--- config.mk ---
export PLATFORM = sky130hd
export DESIGN_NAME = sensor_node_if
export DESIGN_NICKNAME = d
export VERILOG_FILES = /design/src/rtl/sensor_node_if.sv
export SDC_FILE = /design/constraint.sdc
export NUM_CORES = 1
export LEC_CHECK = 0
export ABC_AREA = 1
export CELL_PAD_IN_SITES_DETAIL_PLACEMENT = 1
export CELL_PAD_IN_SITES_GLOBAL_PLACEMENT = 1
export CORE_ASPECT_RATIO = 1.2
export CORE_MARGIN = 2
export CORE_UTILIZATION = 49
export DETAILED_ROUTE_END_ITERATION = 10
export GPL_TIMING_DRIVEN = 0
export PLACE_DENSITY_LB_ADDON = 0.08
export SLEW_MARGIN = 20
export SYNTH_ARGS = -nofsm -noshare
export SYNTH_HDL_FRONTEND = slang
export SYNTH_SLANG_ARGS = --single-unit
--- constraint.sdc ---
create_clock -name clock -period 5.5 [get_ports clock]
set_clock_uncertainty 0.1 [all_clocks]
set_input_delay 1.65 -clock clock [delete_from_list [all_inputs] [get_ports clock]]
set_output_delay 1.65 -clock clock [all_outputs]
set_load 0.005 [all_outputs]
--- src/rtl/sensor_node_if.sv ---
// sensor_node_if
//   Sensor-side endpoint of the shared serial bus. The arbiter polls with a
//   one-byte sensor number. When the number matches ADDR this node replies
//   with the latest sensor reading followed by its one's-complement check
//   byte, after a short idle gap.
//
// Parameters
//   CLKS_PER_BIT : clock cycles per UART bit (>= 4)
//   ADDR         : this node's sensor number (1..7, 0 is the collision code)
//   GAP_BITS     : idle bit-times between poll stop bit and response start bit (>= 1)
//
// Ports
//   clock        : system clock
//   resetn       : asynchronous reset, active-low
//   rx           : serial input, asynchronous, idles high
//   tx           : serial output, idles high
//   sensor_data  : sample from the local sensor
//   sensor_valid : one-cycle strobe, loads sensor_data into the holding register
//   busy         : high from poll acceptance until the check-byte stop bit ends
//   polled       : one-cycle pulse when a matching poll is accepted
//   frame_err    : one-cycle pulse when a received byte has a bad stop bit
module sensor_node_if #(
  parameter int         CLKS_PER_BIT = 5208,
  parameter logic [2:0] ADDR         = 3'd1,
  parameter int         GAP_BITS     = 2
) (
  input  logic       clock,
  input  logic       resetn,
  input  logic       rx,
  output logic       tx,
  input  logic [7:0] sensor_data,
  input  logic       sensor_valid,
  output logic       busy,
  output logic       polled,
  output logic       frame_err
);

  localparam int GAP_CYC = GAP_BITS * CLKS_PER_BIT;
  localparam int MAX_CYC = (GAP_CYC > CLKS_PER_BIT) ? GAP_CYC : CLKS_PER_BIT;
  localparam int CW      = $clog2(MAX_CYC) + 1;

  localparam logic [CW-1:0] ONE       = CW'(1);
  localparam logic [CW-1:0] BIT_LAST  = CW'(CLKS_PER_BIT - 1);
  localparam logic [CW-1:0] HALF_LAST = CW'(CLKS_PER_BIT / 2 - 1);
  localparam logic [CW-1:0] GAP_LAST  = CW'(GAP_CYC - 1);
  localparam logic [7:0]    POLL_BYTE = {5'b00000, ADDR};

  typedef enum logic [1:0] {RX_IDLE, RX_START, RX_DATA, RX_STOP} rxState_t;
  typedef enum logic [1:0] {C_IDLE, C_GAP, C_DATA, C_CRC} ctlState_t;

  logic          r_rxMeta;
  logic          r_rxSync;
  logic [7:0]    r_hold;

  rxState_t      r_rxState;
  logic [CW-1:0] r_rxCnt;
  logic [2:0]    r_rxBit;
  logic [7:0]    r_rxShift;
  logic          r_rxWaitHigh;
  logic          r_rxDone;
  logic          r_frameErr;

  ctlState_t     r_ctlState;
  logic [CW-1:0] r_txCnt;
  logic [3:0]    r_txBit;
  logic [7:0]    r_txShift;
  logic [7:0]    r_snap;
  logic          r_tx;
  logic          r_busy;
  logic          r_polled;

  logic          w_accept;

  // Two-flop synchroniser; resets to the idle-high line level so no false
  // start bit is seen when reset is released.
  always_ff @(posedge clock or negedge resetn) begin
    if (!resetn) begin
      r_rxMeta <= 1'b1;
      r_rxSync <= 1'b1;
    end else begin
      r_rxMeta <= rx;
      r_rxSync <= r_rxMeta;
    end
  end

  // Holding register follows the sensor at all times; the response works
  // from a separate snapshot so late updates never corrupt a byte in flight.
  always_ff @(posedge clock or negedge resetn) begin
    if (!resetn) begin
      r_hold <= 8'h00;
    end else if (sensor_valid) begin
      r_hold <= sensor_data;
    end
  end

  // UART receiver. The start bit is re-checked at its middle to reject
  // glitches, then every later sample lands one full bit period on, i.e.
  // mid-bit. After a bad stop bit the line is still low, so the receiver
  // holds in RX_STOP until it goes high to avoid reading a phantom start.
  always_ff @(posedge clock or negedge resetn) begin
    if (!resetn) begin
      r_rxState    <= RX_IDLE;
      r_rxCnt      <= '0;
      r_rxBit      <= 3'd0;
      r_rxShift    <= 8'h00;
      r_rxWaitHigh <= 1'b0;
      r_rxDone     <= 1'b0;
      r_frameErr   <= 1'b0;
    end else begin
      r_rxDone   <= 1'b0;
      r_frameErr <= 1'b0;
      case (r_rxState)
        RX_IDLE: begin
          r_rxCnt <= '0;
          if (!r_rxSync) begin
            r_rxState <= RX_START;
          end
        end
        RX_START: begin
          if (r_rxCnt == HALF_LAST) begin
            r_rxCnt   <= '0;
            r_rxBit   <= 3'd0;
            r_rxState <= r_rxSync ? RX_IDLE : RX_DATA;
          end else begin
            r_rxCnt <= r_rxCnt + ONE;
          end
        end
        RX_DATA: begin
          if (r_rxCnt == BIT_LAST) begin
            r_rxCnt   <= '0;
            r_rxShift <= {r_rxSync, r_rxShift[7:1]};
            r_rxBit   <= r_rxBit + 3'd1;
            if (r_rxBit == 3'd7) begin
              r_rxState <= RX_STOP;
            end
          end else begin
            r_rxCnt <= r_rxCnt + ONE;
          end
        end
        RX_STOP: begin
          if (r_rxWaitHigh) begin
            if (r_rxSync) begin
              r_rxWaitHigh <= 1'b0;
              r_rxState    <= RX_IDLE;
            end
          end else if (r_rxCnt == BIT_LAST) begin
            r_rxCnt <= '0;
            if (r_rxSync) begin
              r_rxDone  <= 1'b1;
              r_rxState <= RX_IDLE;
            end else begin
              r_frameErr   <= 1'b1;
              r_rxWaitHigh <= 1'b1;
            end
          end else begin
            r_rxCnt <= r_rxCnt + ONE;
          end
        end
        default: r_rxState <= RX_IDLE;
      endcase
    end
  end

  // A poll is only taken when the node is free; r_rxShift still holds the
  // completed byte during the r_rxDone cycle.
  assign w_accept = r_rxDone && (r_rxShift == POLL_BYTE) && !r_busy;

  // Response controller and serializer. r_txBit walks the frame: 0 is the
  // start bit, 1..8 data, 9 stop. The shift register back-fills with ones,
  // so after eight shifts its LSB supplies the stop bit for free. The check
  // byte is loaded on the last cycle of the data stop bit, which makes its
  // start bit follow with no idle gap.
  always_ff @(posedge clock or negedge resetn) begin
    if (!resetn) begin
      r_ctlState <= C_IDLE;
      r_txCnt    <= '0;
      r_txBit    <= 4'd0;
      r_txShift  <= 8'hFF;
      r_snap     <= 8'h00;
      r_tx       <= 1'b1;
      r_busy     <= 1'b0;
      r_polled   <= 1'b0;
    end else begin
      r_polled <= 1'b0;
      case (r_ctlState)
        C_IDLE: begin
          if (w_accept) begin
            r_ctlState <= C_GAP;
            r_busy     <= 1'b1;
            r_polled   <= 1'b1;
            r_snap     <= r_hold;
            r_txCnt    <= '0;
          end
        end
        C_GAP: begin
          if (r_txCnt == GAP_LAST) begin
            r_ctlState <= C_DATA;
            r_txCnt    <= '0;
            r_txBit    <= 4'd0;
            r_txShift  <= r_snap;
            r_tx       <= 1'b0;
          end else begin
            r_txCnt <= r_txCnt + ONE;
          end
        end
        C_DATA, C_CRC: begin
          if (r_txCnt == BIT_LAST) begin
            r_txCnt <= '0;
            if (r_txBit == 4'd9) begin
              if (r_ctlState == C_DATA) begin
                r_ctlState <= C_CRC;
                r_txBit    <= 4'd0;
                r_txShift  <= ~r_snap;
                r_tx       <= 1'b0;
              end else begin
                r_ctlState <= C_IDLE;
                r_busy     <= 1'b0;
                r_tx       <= 1'b1;
              end
            end else begin
              r_txBit   <= r_txBit + 4'd1;
              r_tx      <= r_txShift[0];
              r_txShift <= {1'b1, r_txShift[7:1]};
            end
          end else begin
            r_txCnt <= r_txCnt + ONE;
          end
        end
        default: r_ctlState <= C_IDLE;
      endcase
    end
  end

  assign tx        = r_tx;
  assign busy      = r_busy;
  assign polled    = r_polled;
  assign frame_err = r_frameErr;

endmodule

**Word level (Yosys, flattened, before mapping)**

Index checks and enable logic that the tools add are counted.

- Register bits after elaboration: 81
- Input bits: 12
- Output and inout bits: 4
- Word-level logic and storage cells: 122

- Add/sub/neg operators: 4
- Equality and inequality tests: 25
- Muxes and demuxes: 57
- Bitwise gates (word level): 1
- Reduce and logical (&&, ||, !) cells: 17

Operators by type and width:

| kind | count |
|---|---|
| $mux 15 | 6 |
| $pmux 15 s4 | 1 |
| $pmux 15 s3 | 1 |
| $mux 8 | 4 |
| $add 15x1->15 const B | 2 |
| $eq 15x13->1 const B | 2 |
| $mux 2 | 13 |
| $ne 2x2->1 const B | 10 |
| $mux 1 | 19 |
| $mux 4 | 4 |
| $pmux 8 s2 | 1 |
| $eq 15x12->1 const B | 1 |
| $eq 15x14->1 const B | 1 |
| $reduce_and 5->1 | 2 |
| $eq 2x2->1 const B | 4 |
| $eq 8x1->1 const B | 1 |
| $not 8->8 | 1 |
| $pmux 2 s4 | 1 |
| $pmux 4 s2 | 1 |
| $reduce_and 4->1 | 2 |
| $mux 3 | 2 |
| $ne 3x3->1 const B | 2 |
| $pmux 2 s3 | 1 |
| $pmux 3 s2 | 1 |
| 13 further kinds | 21 |

**Depth between registers and ports, before layout**

- Word-level depth: 5
- Gate-level depth with buffers: 13
- Depth with buffers taken out: 12

**Worst setup path after synthesis**

Ideal clock, no wire load.

- Kind: flip-flop to output port
- From: reg r_tx (netlist: tx)
- To: out tx
- Arrival time: 0.510 ns
- Required time: 3.750 ns
- Setup slack: 3.240 ns
- Cell stages (with the launch flop): 1
- Path buffers: 0
- Path through: dfstp_2

RTL lines:

| item | line | source |
|---|---|---|
| start, declared | 68 | `logic r_tx;` |
| start signal, assigned | 222 | `r_tx <= r_txShift[0];` |
| end, declared | 30 | `output logic tx,` |

No word-level cell between the ends.

**Worst setup path in the final report**

- From: reg r_tx (netlist: tx)
- To: out tx

No word-level cell between the ends.

==> key figures <==
CTS
  • CTS tree: built
  • Clock sink total: 81
  • Clock transition at path regs: roughly 0.090 ns
  • CTS root buffer: clkbuf_8
  • Resize count post-CTS: 0
  • Max Root-Sink Buffers: 2
  • Cts hold-fix bufs: 0
  • Clock insertion delay at the later pin of the skew report: between 0.3 and 0.4 ns
  • CTS Buf Count: 9
  • CTS H-tree lvls: 3
  • Post-CTS Setup Bufs: 0

Route
  • WL per Instance: 15.6 um
  • Routed Antenna Nets: 0
  • Initial DRC Count: between 100 and 150
  • Post-DR vias/cell: ~5.3
  • Vias: 3,826
  • DRC: 0
  • Routed WL: 11,300 um
  • Drt pass-1 iters: 4

STA
  • Worst hold slack: 0.261 ns
  • Max-slew violations: 0
  • Unrepaired setup endpoints after global routing: false
  • Max-slew headroom at the worst pin: 0.647
  • Worst setup margin: between 2 and 2.5 ns
  • Max Fclk: between 300 and 400 MHz
  • Minimum clock period after layout: around 3.1 ns
  • Setup TNS: 0 ns
  • Final setup vio count: 0
  • Worst slew pin tran: ~0.53 ns
  • Hold Vio Cnt, Final: 0
  • Tcrit/Tclk final: 0.572

Outcome
  • Status: finished, final reports clean

Setup path
  • CP startpoint: tx
  • Startpoint class of the critical path: flip-flop
  • R2r worst-path depth: 9
  • Arr. time, crit path: 1.40 ns
  • CP required: between 3 and 4 ns
  • Max incr delay on CP: ~0.54 ns
  • Worst Path Buf+Inv: 1
  • Worst r2r src: r_ctlState[0]
  • Dominant delay contributor by cell family on the critical path: flip-flops
  • Critical-path cell list: clkdlybuf4s50_1
  • Slowest cell on the critical path: dfstp_2
  • R2r endpoint: r_txCnt[3]
  • CP Capture Type: primary output
  • R2R setup slack: 3.31 ns
  • WS Path Type: flip-flop to primary output
  • Critical path fanouts, max: 2

Finish
  • N_diodes: 0
  • Final #Nets: 622
  • Most frequent cells in the layout: nand2_1 (165), dfrtp_1 (70), inv_1 (61)
  • Most common cell after layout, fill and taps aside: nand2_1
  • Final core utilization: 0.566
  • Layout cell share with drive strength beyond 1: 0.119
  • Area Growth Syn to Fin: 11.5%

Global routing
  • GRT Util Overall: 0.252
  • Largest net degree at the start of global routing: 42
  • Initial antenna violation count: 0
  • Vias in the first global route: 4,187
  • Total grt overflow: 0
  • First-pass GRT wire length: 19,700 um

Power
  • Power share of the combinational group: 0.029
  • Clock group share of total power: 0.412
  • P per Cell Area: around 220 nW/um^2
  • P_sw: 0.247 mW
  • Total Power: 1.08 mW
  • Part of the power in registers: 0.559
  • Net Sw Frac: 0.229
  • Int Pwr: ~0.83 mW
  • Peak supply drop: 0.139 mV
  • P_leak: 2.33 nW

Yosys
  • Synth Flop Type: dfrtp_1
  • Post-Synthesis Net Count: 595
  • Flops & latches, synth: 81
  • Post-synthesis sequential area ratio: 0.464
  • Mapped Cells: 572
  • FFs w/ async S/R, synth: 1.00
  • Distinct cells, synth: 36
  • Syn Std Cell Area: between 4000 and 5000 sq um
  • Post-synth EDFFs: 0
  • Ys Warns: 0
  • Synthesized area per cell: 7.69 sq um

Placement
  • Routability Congestion: slightly below 0.9
  • Pre-CTS setup slack: 2.44 ns
  • I/O Buffers: 15
  • Post-DP HPWL: a little over 8000 um

Die
  • # IOs: 16
  • Die H: 108 um
  • Die ar.: ~10000 sq um
  • Die width: 90.5 um
  • Initial Utilization: 0.508
  • Standard-cell rows: 37
  • CORE AREA: a little under 9000 sq um

Worst hold path
  • Worst Hold Depth: 0
  • Hold Path Origin: r_rxMeta
  • Hold path endpoint: r_rxSync
  • Hold WC Path Type: flip-flop to flip-flop

Job
  • # Max-Cap Violations: 0
==> state kept, by name, indices dropped and copies added (netlist names), named ones only <==
register	count
r_rxSync	1
r_rxWaitHigh	1
r_rxShift	8
r_rxCnt	15
busy	1
r_snap	8
r_ctlState	2
r_hold	8
polled	1
tx	1
frame_err	1
r_rxMeta	1
r_rxDone	1
r_rxBit	3
r_txBit	4
r_rxState	1
r_txCnt	15
r_txShift	8
==> Yosys cell counts (all sizes together), types with 2 or more instances <==
cell type | instances | area share
nand2 | 176 | 0.16
dfrtp | 70 | 0.40
inv | 69 | 0.059
nor2 | 60 | 0.058
o21ai | 55 | 0.063
nand3 | 54 | 0.063
buf | 11 | 0.017
dfstp | 11 | 0.066
ha | 11 | 0.031
nand4 | 11 | 0.016
nor3 | 11 | 0.014
xor2 | 11 | 0.022
a21oi | 6 | 0.0077
clkbuf | 3 | 0.0026
o22ai | 3 | 0.0043
a22oi | 2 | 0.0034
==> per-stage QoR <==
stage | std cells | instance area, sq um
final | 721 | 4900
after global routing | 721 | 4900
after CTS | 721 | 4900
after detailed placement | 705 | 4710
after global placement | 704 | 4700
after floorplan | 572 | 4400
==> per-layer routing <==
metal  vias to the layer above  share of wire  routed length [um]  track usage
li1                       1878              -                   -            -
met1                      1906           0.44                4970        0.309
met2                        27           0.53                5920        0.456
met3                        15          0.013                 143       0.0336
met4                         0          0.020                 228       0.0890
met5                         -              0                   0            0
==> power by group through the flow <==
stage / registers, mW / logic, mW / clock network, mW
2_1_floorplan: 0.615 / 0.00631 / 0
3_3_place_gp: 0.615 / 0.0292 / 0
3_5_place_dp: 0.615 / 0.0321 / 0
4_1_cts: 0.604 / 0.0327 / 0.450
5_1_grt: 0.604 / 0.0361 / 0.473
6_report: 0.604 / 0.0317 / 0.445
==> how the worst max path moves through the flow <==
stage | endpoint | slack [ns] | cells after the start
2_1_floorplan | tx | 3.24 | 0
3_3_place_gp | r_hold[7] | -0.25 | 1
3_5_place_dp | r_hold[2] | 2.44 | 4
4_1_cts | tx | 2.34 | 1
5_1_grt | tx | 2.32 | 1
6_report | tx | 2.35 | 1
==> kinds of logic (layout without fill, tap and decap cells) <==
family          after synthesis  after routing  share of synthesized area
xor+xnor                     12             12                     0.0239
flops                        81             81                      0.464
simple gates                314            314                      0.314
fa+ha+maj                    11             11                     0.0313
buf+inv                      84            116                     0.0805
compound gates               69             69                     0.0842
mux                           1              1                    0.00256
==> final cells by class <==
class	instances	area [sq um]
timing repair buffer	16	168
inverter	70	268
fill	1118	3750
clock inverter	4	45.0
tap	117	146
clock buffer	12	145
buffer	14	86.3
multi-input combinational	407	2000
sequential	81	2040
Power figures use the tool's default switching activity.
